`config.mk`:
```
export PLATFORM = sky130hd
export DESIGN_NAME = pslip_grant_arbiter
export DESIGN_NICKNAME = d
export VERILOG_FILES = /design/src/rtl/pslip_grant_arbiter.sv
export SDC_FILE = /design/constraint.sdc
export NUM_CORES = 1
export LEC_CHECK = 0
export CAP_MARGIN = 20
export CORE_UTILIZATION = 55
export CTS_CLUSTER_SIZE = 25
export DETAILED_ROUTE_END_ITERATION = 16
export GPL_TIMING_DRIVEN = 0
export PLACE_DENSITY = 0.76
export SETUP_SLACK_MARGIN = 0.05
export SYNTH_ARGS = -nofsm -noshare
export SYNTH_HDL_FRONTEND = slang
export SYNTH_SLANG_ARGS = --single-unit
```
`constraint.sdc`:
```
create_clock -name clk -period 7.73 [get_ports clk]
set_input_delay 1.546 -clock clk [delete_from_list [all_inputs] [get_ports clk]]
set_output_delay 1.546 -clock clk [all_outputs]
set_load 0.005 [all_outputs]
```
`src/rtl/pslip_grant_arbiter.sv`:
```
// pslip_grant_arbiter: single-output-port grant arbiter for the pSLIP crossbar
// scheduler. Picks the highest request priority and breaks ties round-robin
// from ptr. The grant is held until the input accepts it or TMO cycles pass.
// The pointer moves only on an accepted grant.
//
// Ports:
//   clk        clock, rising edge
//   rst        synchronous active-high reset
//   req_pri    per-input request priority, 0 = no request
//   accept     accept from the granted input (ignored when no grant is out)
//   gnt_valid  grant outstanding
//   gnt_idx    granted input index (held while gnt_valid=0)
//   gnt_pri    priority the grant was issued at (held while gnt_valid=0)
//   ptr        round-robin pointer
//   tmo_pulse  one-cycle pulse when a grant is withdrawn by timeout
module pslip_grant_arbiter #(
  parameter  int unsigned N   = 4,
  parameter  int unsigned P   = 16,
  parameter  int unsigned TMO = 4,
  localparam int unsigned IW  = $clog2(N),
  localparam int unsigned PW  = $clog2(P)
) (
  input  logic                  clk,
  input  logic                  rst,
  input  logic [N-1:0][PW-1:0]  req_pri,
  input  logic                  accept,
  output logic                  gnt_valid,
  output logic [IW-1:0]         gnt_idx,
  output logic [PW-1:0]         gnt_pri,
  output logic [IW-1:0]         ptr,
  output logic                  tmo_pulse
);

  localparam int unsigned TW = $clog2(TMO) + 1;

  typedef enum logic {
    IDLE  = 1'b0,
    GRANT = 1'b1
  } state_t;

  state_t          state_q, state_d;
  logic            gnt_valid_q, gnt_valid_d;
  logic [IW-1:0]   gnt_idx_q, gnt_idx_d;
  logic [PW-1:0]   gnt_pri_q, gnt_pri_d;
  logic [IW-1:0]   ptr_q, ptr_d;
  logic            tmo_q, tmo_d;
  logic [TW-1:0]   timer_q, timer_d;

  logic [PW-1:0]   max_pri_c;
  logic [IW-1:0]   winner_c;
  logic            found_c;
  int unsigned     scan_c;

  // Highest requested priority this cycle.
  always_comb begin
    max_pri_c = '0;
    for (int unsigned i = 0; i < N; i++) begin
      if (req_pri[i] > max_pri_c) max_pri_c = req_pri[i];
    end
  end

  // First input at max priority, scanning from ptr with explicit wrap.
  always_comb begin
    winner_c = '0;
    found_c  = 1'b0;
    scan_c   = 0;
    for (int unsigned k = 0; k < N; k++) begin
      scan_c = 32'(ptr_q) + k;
      if (scan_c >= N) scan_c = scan_c - N;
      if (!found_c && (req_pri[IW'(scan_c)] == max_pri_c)) begin
        winner_c = IW'(scan_c);
        found_c  = 1'b1;
      end
    end
  end

  // State and output registers.
  always_ff @(posedge clk) begin
    if (rst) begin
      state_q     <= IDLE;
      gnt_valid_q <= 1'b0;
      gnt_idx_q   <= '0;
      gnt_pri_q   <= '0;
      ptr_q       <= '0;
      tmo_q       <= 1'b0;
      timer_q     <= '0;
    end else begin
      state_q     <= state_d;
      gnt_valid_q <= gnt_valid_d;
      gnt_idx_q   <= gnt_idx_d;
      gnt_pri_q   <= gnt_pri_d;
      ptr_q       <= ptr_d;
      tmo_q       <= tmo_d;
      timer_q     <= timer_d;
    end
  end

  // Next-state and next-output logic.
  always_comb begin
    state_d     = state_q;
    gnt_valid_d = gnt_valid_q;
    gnt_idx_d   = gnt_idx_q;
    gnt_pri_d   = gnt_pri_q;
    ptr_d       = ptr_q;
    tmo_d       = 1'b0;
    timer_d     = timer_q;

    case (state_q)
      IDLE: begin
        if (max_pri_c != '0) begin
          gnt_idx_d   = winner_c;
          gnt_pri_d   = max_pri_c;
          gnt_valid_d = 1'b1;
          timer_d     = '0;
          state_d     = GRANT;
        end
      end
      GRANT: begin
        // Request changes are ignored here; only accept and the timer matter.
        if (accept) begin
          gnt_valid_d = 1'b0;
          ptr_d       = (gnt_idx_q == IW'(N - 1)) ? '0 : gnt_idx_q + IW'(1);
          state_d     = IDLE;
        end else if (timer_q == TW'(TMO - 1)) begin
          gnt_valid_d = 1'b0;
          tmo_d       = 1'b1;
          state_d     = IDLE;
        end else begin
          timer_d = timer_q + TW'(1);
        end
      end
      default: ;
    endcase
  end

  assign gnt_valid = gnt_valid_q;
  assign gnt_idx   = gnt_idx_q;
  assign gnt_pri   = gnt_pri_q;
  assign ptr       = ptr_q;
  assign tmo_pulse = tmo_q;

endmodule
```
==> results of run 1 <==
[worst paths after layout]
kind	slack, ns	end	from
setup / recovery	0.36	gnt_idx[1]	req_pri[6]
setup reg to reg	4.84	gnt_idx[0]	ptr[1]
hold / removal	0.47	timer_q[1]	timer_q[1]
hold reg to reg	0.47	timer_q[1]	timer_q[1]
[power by group]
| part | leakage, nW | internal, mW | total (mW) | switching [mW] |
|---|---|---|---|---|
| clock network | 0.0288 | 0.0451 | 0.0709 | 0.0258 |
| logic | 0.897 | 0.189 | 0.392 | 0.203 |
| registers | 0.115 | 0.0838 | 0.0922 | 0.00836 |
[per-stage QoR]
stage | total power, mW | cells
final | 0.556 | 347
after global routing | 0.599 | 347
after CTS | 0.513 | 343
after detailed placement | 0.427 | 335
after global placement | 0.424 | 335
after floorplan | 0.347 | 260
[worst reg2reg max path, stage by stage (launching register included)]
cell      delay, ns
dfxtp_1        0.38
clkbuf_1       0.44
buf_6          0.22
mux2_2         0.35
o21a_1         0.18
xnor2_1        0.23
or3_1          0.18
or3b_1         0.35
a211o_2        0.29
a211oi_1       0.18
[sequential cells by signal, indices dropped and copies added, names as in the netlist]
signal	cells
tmo_pulse	1
gnt_valid	1
state_q	1
gnt_pri	4
timer_q	3
gnt_idx	2
ptr	2
[cells by family (layout without fill, tap and decap cells)]
family,Yosys count,count (layout),share of synthesized area [%]
fa+ha+maj,13,13,7.48
flops,14,14,13.3
simple gates,87,87,21.8
buf+inv,28,67,8.25
compound gates,79,79,28.7
mux,23,23,12.5
xor+xnor,16,16,7.90
[cell usage after synthesis (4+ instances only)]
cell type	number
mux2i_1	14
o21ai_0	9
a41oi_1	4
a211oi_1	9
nor2b_1	4
a21oi_1	21
dfxtp_1	14
nor2_1	29
ha_1	11
nand2_1	17
mux2_2	6
inv_1	14
and3_1	4
xnor2_1	13
clkbuf_1	5
nand3_1	7
[repair_timing]
action | in CTS | in global routing
endpoints found under the setup margin | 2 | 10
gates resized for setup | 2 | 26
gates cloned | 0 | 0
buffers inserted | 4 | 4
pin swaps | 2 | 4
hold buffers | 0 | 0
[layout make-up]
cell class | count | area, um^2
Fill cell | 289 | 958
Multi-Input combinational cell | 218 | 1790
Buffer | 13 | 118
Sequential cell | 14 | 280
Clock buffer | 4 | 55.1
Inverter | 15 | 56.3
Timing Repair Buffer | 35 | 340
Tap cell | 48 | 60.1
[cells in the final DEF, fill, tap and decap left out, types with 8 or more instances in the layout]
master	instances
a211oi_1	8
clkdlybuf4s50_1	23
a21oi_1	20
inv_1	12
xnor2_1	13
buf_4	9
mux2i_1	11
nor2_1	29
dfxtp_1	14
o21ai_0	9
nand2_1	17
[layer usage]
metal  GRT usage, %  part of all wire [%]  up-vias
li1               -                     -     1046
met3           5.00                   4.1        7
met1           37.9                    48      962
met2           41.1                    47       44
met5              0                     0        -
met4           5.68                  0.84        0
==> results.md, run 1 <==
- Worst-path clk slew: ~0.060 ns
- Starting Density: between 50% and 60%
- Yosys cell types: between 70 and 80
- Worst Reg-to-Reg Cells: 9
- First-pass GRT wire length: roughly 8600 um
- Slew margin rel.: around three fifths
- Gr usage total: a little over a quarter
- TritonRoute pass-1 iters: 7
- Post-synth EDFFs: 0
- #FFs+latches synth: 14
- H-Tree Depth: 1
- NumNets Final: 330
- Final setup skew: between 0.0009 and 0.001 ns
- Sequential cell area fraction in the yosys report: roughly an eighth
- Final hold vios: 0
- Crit end category: register
- Setup ws final: roughly 0.36 ns
- Yosys top cell by area: dfxtp_1
- Area grow syn2layout: 28.3%
- Final GP Congestion: between 0.9 and 1
- TritonCTS clock tree: yes
- # DRC: 0
- Number of buffers created by CTS: 3
- Mean area per synthesized cell: between 8 and 9 um^2
- PD cells: 206 mW/mm^2
- Arrival @ worst endpoint: 7.54 ns
- WP buf/inv: 3
- Final wirelength: 5260 um
- Critical path's slowest cell: clkdlybuf4s50_1
- Root buffer cell: clkbuf_8
- Initial antenna violation count: 0
- Dpl hpwl: between 3000 and 4000 um
- Synth top area cells: dfxtp_1 (13%), mux2i_1 (6.7%), ha_1 (6.5%)
- Ys flop type: dfxtp_1
- Status: completed
- Worst slack, placed: -0.395 ns
- Mapped Cells: 260
- Total number of vias: a little over 2000
- Setup TNS: 0 ns
- Maximum vdd drop: approximately 0.15 mV
- Critical path depth in cells: 26
- Part of the cycle the worst path needs: 95.4%
- Post-synth ARST share: 0%
- Critical path class: in -> reg
- Routed vias/inst: slightly below 6
- Clk_lat worst skew: between 0.2 and 0.3 ns
- Startpoint types: input port
- Placed Area: 0.00244 mm^2
- Hold path depth: 2
- CTS Sinks: 14
- Vias in the first global route: between 1500 and 2000
- Number of diodes: 0
- Port bufs: 27
- Worst slew pin tran: roughly 0.58 ns
- Layout cells sized above 1: 23.4%
- Core ar.: ~0.0037 mm^2
- Chip width: 63.9 um
- I/O pin cnt: 29
- Max incr delay on CP: roughly 0.64 ns
- Leak: approximately 1.0 nW
- Ys Warns: 0
- Routed len/inst: ~15 um
- Synthesized cell area: approximately 0.0021 mm^2
- Hold Path Class: reg -> reg
- Setup Viol. Count Final: 0
- Top delay family on crit path: compound AO/OA/AOI/OAI gates
- Final instance area: between 0.002 and 0.003 mm^2
- Grt ovf: 0
- Final core occ: between 70% and 80%
- Yosys top cell area share: 13.3%
- MaxCap Viol Count: 0
- Die ar.: roughly 0.0041 mm^2
- Fin Hold WS: around 0.47 ns
- Rows: 22
- Worst-case clock buffer depth: 2
- Critical Path RT: ~7.9 ns
- Syn_nets: 290
- Post-route ant nets: 0
- Die Ht: ~64 um
- Max-slew violations: 0
- DR iter-0 viols: 140
- Period minus WS final: between 7 and 8 ns
- F_max: 136 MHz
- Pin count of the biggest net entering global routing: 11
- Crit-path max FO: 8
Power figures use the tool's default switching activity.
==> run 2: changes to the inputs <==
Settings changed: CORE_UTILIZATION 55 to 56, PLACE_DENSITY 0.76 to 0.77.
==> run 2 against run 1 <==
  * Hold slack improved by 0.0037 ns
  * Setup slack got worse by 0.12 ns
  * Clock power increased by 2%
  * Critical path depth increased by 1
  * Combinational power about the same
  * Die area decreased by 1.7%
  * Cell count decreased by 0.58%
  * Non-clock buffer count unchanged
  * Sequential cell count unchanged
  * Core utilization increased by 3.2 points
  * Clock-buffer cell count unchanged
  * Highest routed layer unchanged
==> results.md, run 2 (same netlist as run 1, synthesis figures left out) <==
- Status: completed
- CTS Sinks: 14
- Rows: 21
- Hold path depth: 2
- Max incr delay on CP: 0.53 ns
- Pin count of the biggest net entering global routing: 11
- Critical path's slowest cell: or4b_4
- Top delay family on crit path: compound AO/OA/AOI/OAI gates
- Part of the cycle the worst path needs: between 90% and 100%
- Hold Path Class: reg -> reg
- Critical Path RT: 7.90 ns
- Commonest non-fill, non-tap cell in the layout: nor2_1
- Crit-path max FO: 8
- Arrival @ worst endpoint: ~7.7 ns
- I/O pin cnt: 29
- Worst-path clk slew: approximately 0.060 ns
- Core ar.: around 0.0035 mm^2
- Final instance area: approximately 0.0027 mm^2
- Placed Area: 0.00243 mm^2
- Gr usage total: between 20% and 30%
- Starting Density: around three fifths
- Worst-case clock buffer depth: 2
- TritonRoute pass-1 iters: 4
- Worst slew pin tran: ~0.63 ns
- Layout cells sized above 1: 22.1%
- Final GP Congestion: between 0.8 and 0.9
- Area grow syn2layout: 26.7%
- PD cells: approximately 210 mW/mm^2
- Max-slew violations: 0
- Critical path depth in cells: 27
- Root buffer cell: clkbuf_8
- Routed len/inst: between 15 and 20 um
- Clk_lat worst skew: 0.25 ns
- TritonCTS clock tree: yes
- Routed vias/inst: roughly 6.2
- Port bufs: 27
- MaxCap Viol Count: 0
- CTS Hold Buffers Added: 0
- First-pass GRT wire length: 9150 um
- H-Tree Depth: 1
- Final setup skew: around 0.0014 ns
- Total number of vias: 2150
- Leak: between 1 and 1.5 nW
- Max reg flops: 4
- Fin Hold WS: ~0.48 ns
- Number of diodes: 0
- WP buf/inv: 7
- Grt ovf: 0
- Critical path class: in -> reg
- # DRC: 0
- Maximum vdd drop: between 0.15 and 0.2 mV
- Period minus WS final: ~7.5 ns
- Crit end category: register
- Die Ht: 63.3 um
- Worst Reg-to-Reg Cells: 11
- Number of buffers created by CTS: 3
- Final hold vios: 0
- Dpl hpwl: between 4000 and 5000 um
- F_max: approximately 130 MHz
- Chip width: roughly 63 um
- DR iter-0 viols: approximately 190
- Final wirelength: roughly 5700 um
- Startpoint types: input port
- NumNets Final: 330
- Slew margin rel.: between 50 and 60%
- Setup Viol. Count Final: 0
- Post-route ant nets: 0
- Vias in the first global route: 1941
- Die ar.: around 0.0040 mm^2
- Initial antenna violation count: 0
- Commonest cells after routing, fill and taps aside: nor2_1 (29), clkdlybuf4s50_1 (23), a21oi_1 (21), nand2_1 (17), dfxtp_1 (14)
run 2: worst paths after layout:
path,start,endpoint,slack [ns]
max,req_pri[3],gnt_idx[1],0.24
min reg2reg,timer_q[1],timer_q[1],0.48
max reg2reg,ptr[1],gnt_idx[0],4.82
min,timer_q[1],timer_q[1],0.48
run 2: timing repair:
item,in CTS,in global routing
gates resized for setup,2,20
setup endpoints to repair,2,5
setup buffers,5,3
pin swaps,2,3
run 2: final cells by class:
| type | instances | area [um^2] |
|---|---|---|
| Fill cell | 262 | 798 |
| Multi-Input combinational cell | 218 | 1760 |
| Clock buffer | 4 | 55.1 |
| Tap cell | 46 | 57.6 |
| Sequential cell | 14 | 280 |
| Inverter | 15 | 56.3 |
| Timing Repair Buffer | 35 | 340 |
| Buffer | 13 | 118 |
run 2: tightest hold or removal path: stages (launching register included):
cell and delay [ns]:
dfxtp_1 0.31, nand3_1 0.06, a21oi_1 0.06
run 2: metrics by stage:
step,instances,total power [mW],worst slack [ns],setup TNS (ns),util (%)
3_3_place_gp,333,0.425,-0.359,-0.718,70.2
4_1_cts,342,0.521,0.0990,0,73.4
2_1_floorplan,260,0.347,0.921,0,-
3_5_place_dp,333,0.429,-0.366,-0.969,70.2
6_report,345,0.556,0.239,0,77.0
5_1_grt,345,0.592,-0.00467,-0.00467,77.0
run 2: routing by layer:
metal / vias up / global-route usage [%] / wire length (um)
li1: 1047 / - / -
met1: 1012 / 40.6 / 2530
met2: 87 / 45.1 / 2690
met3: 4 / 4.17 / 412
met4: 0 / 3.13 / 25
met5: - / 0 / 0
run 2: report_power, final:
part	switching [mW]	internal (mW)
clock network	0.0273	0.0451
logic	0.206	0.185
registers	0.00822	0.0838
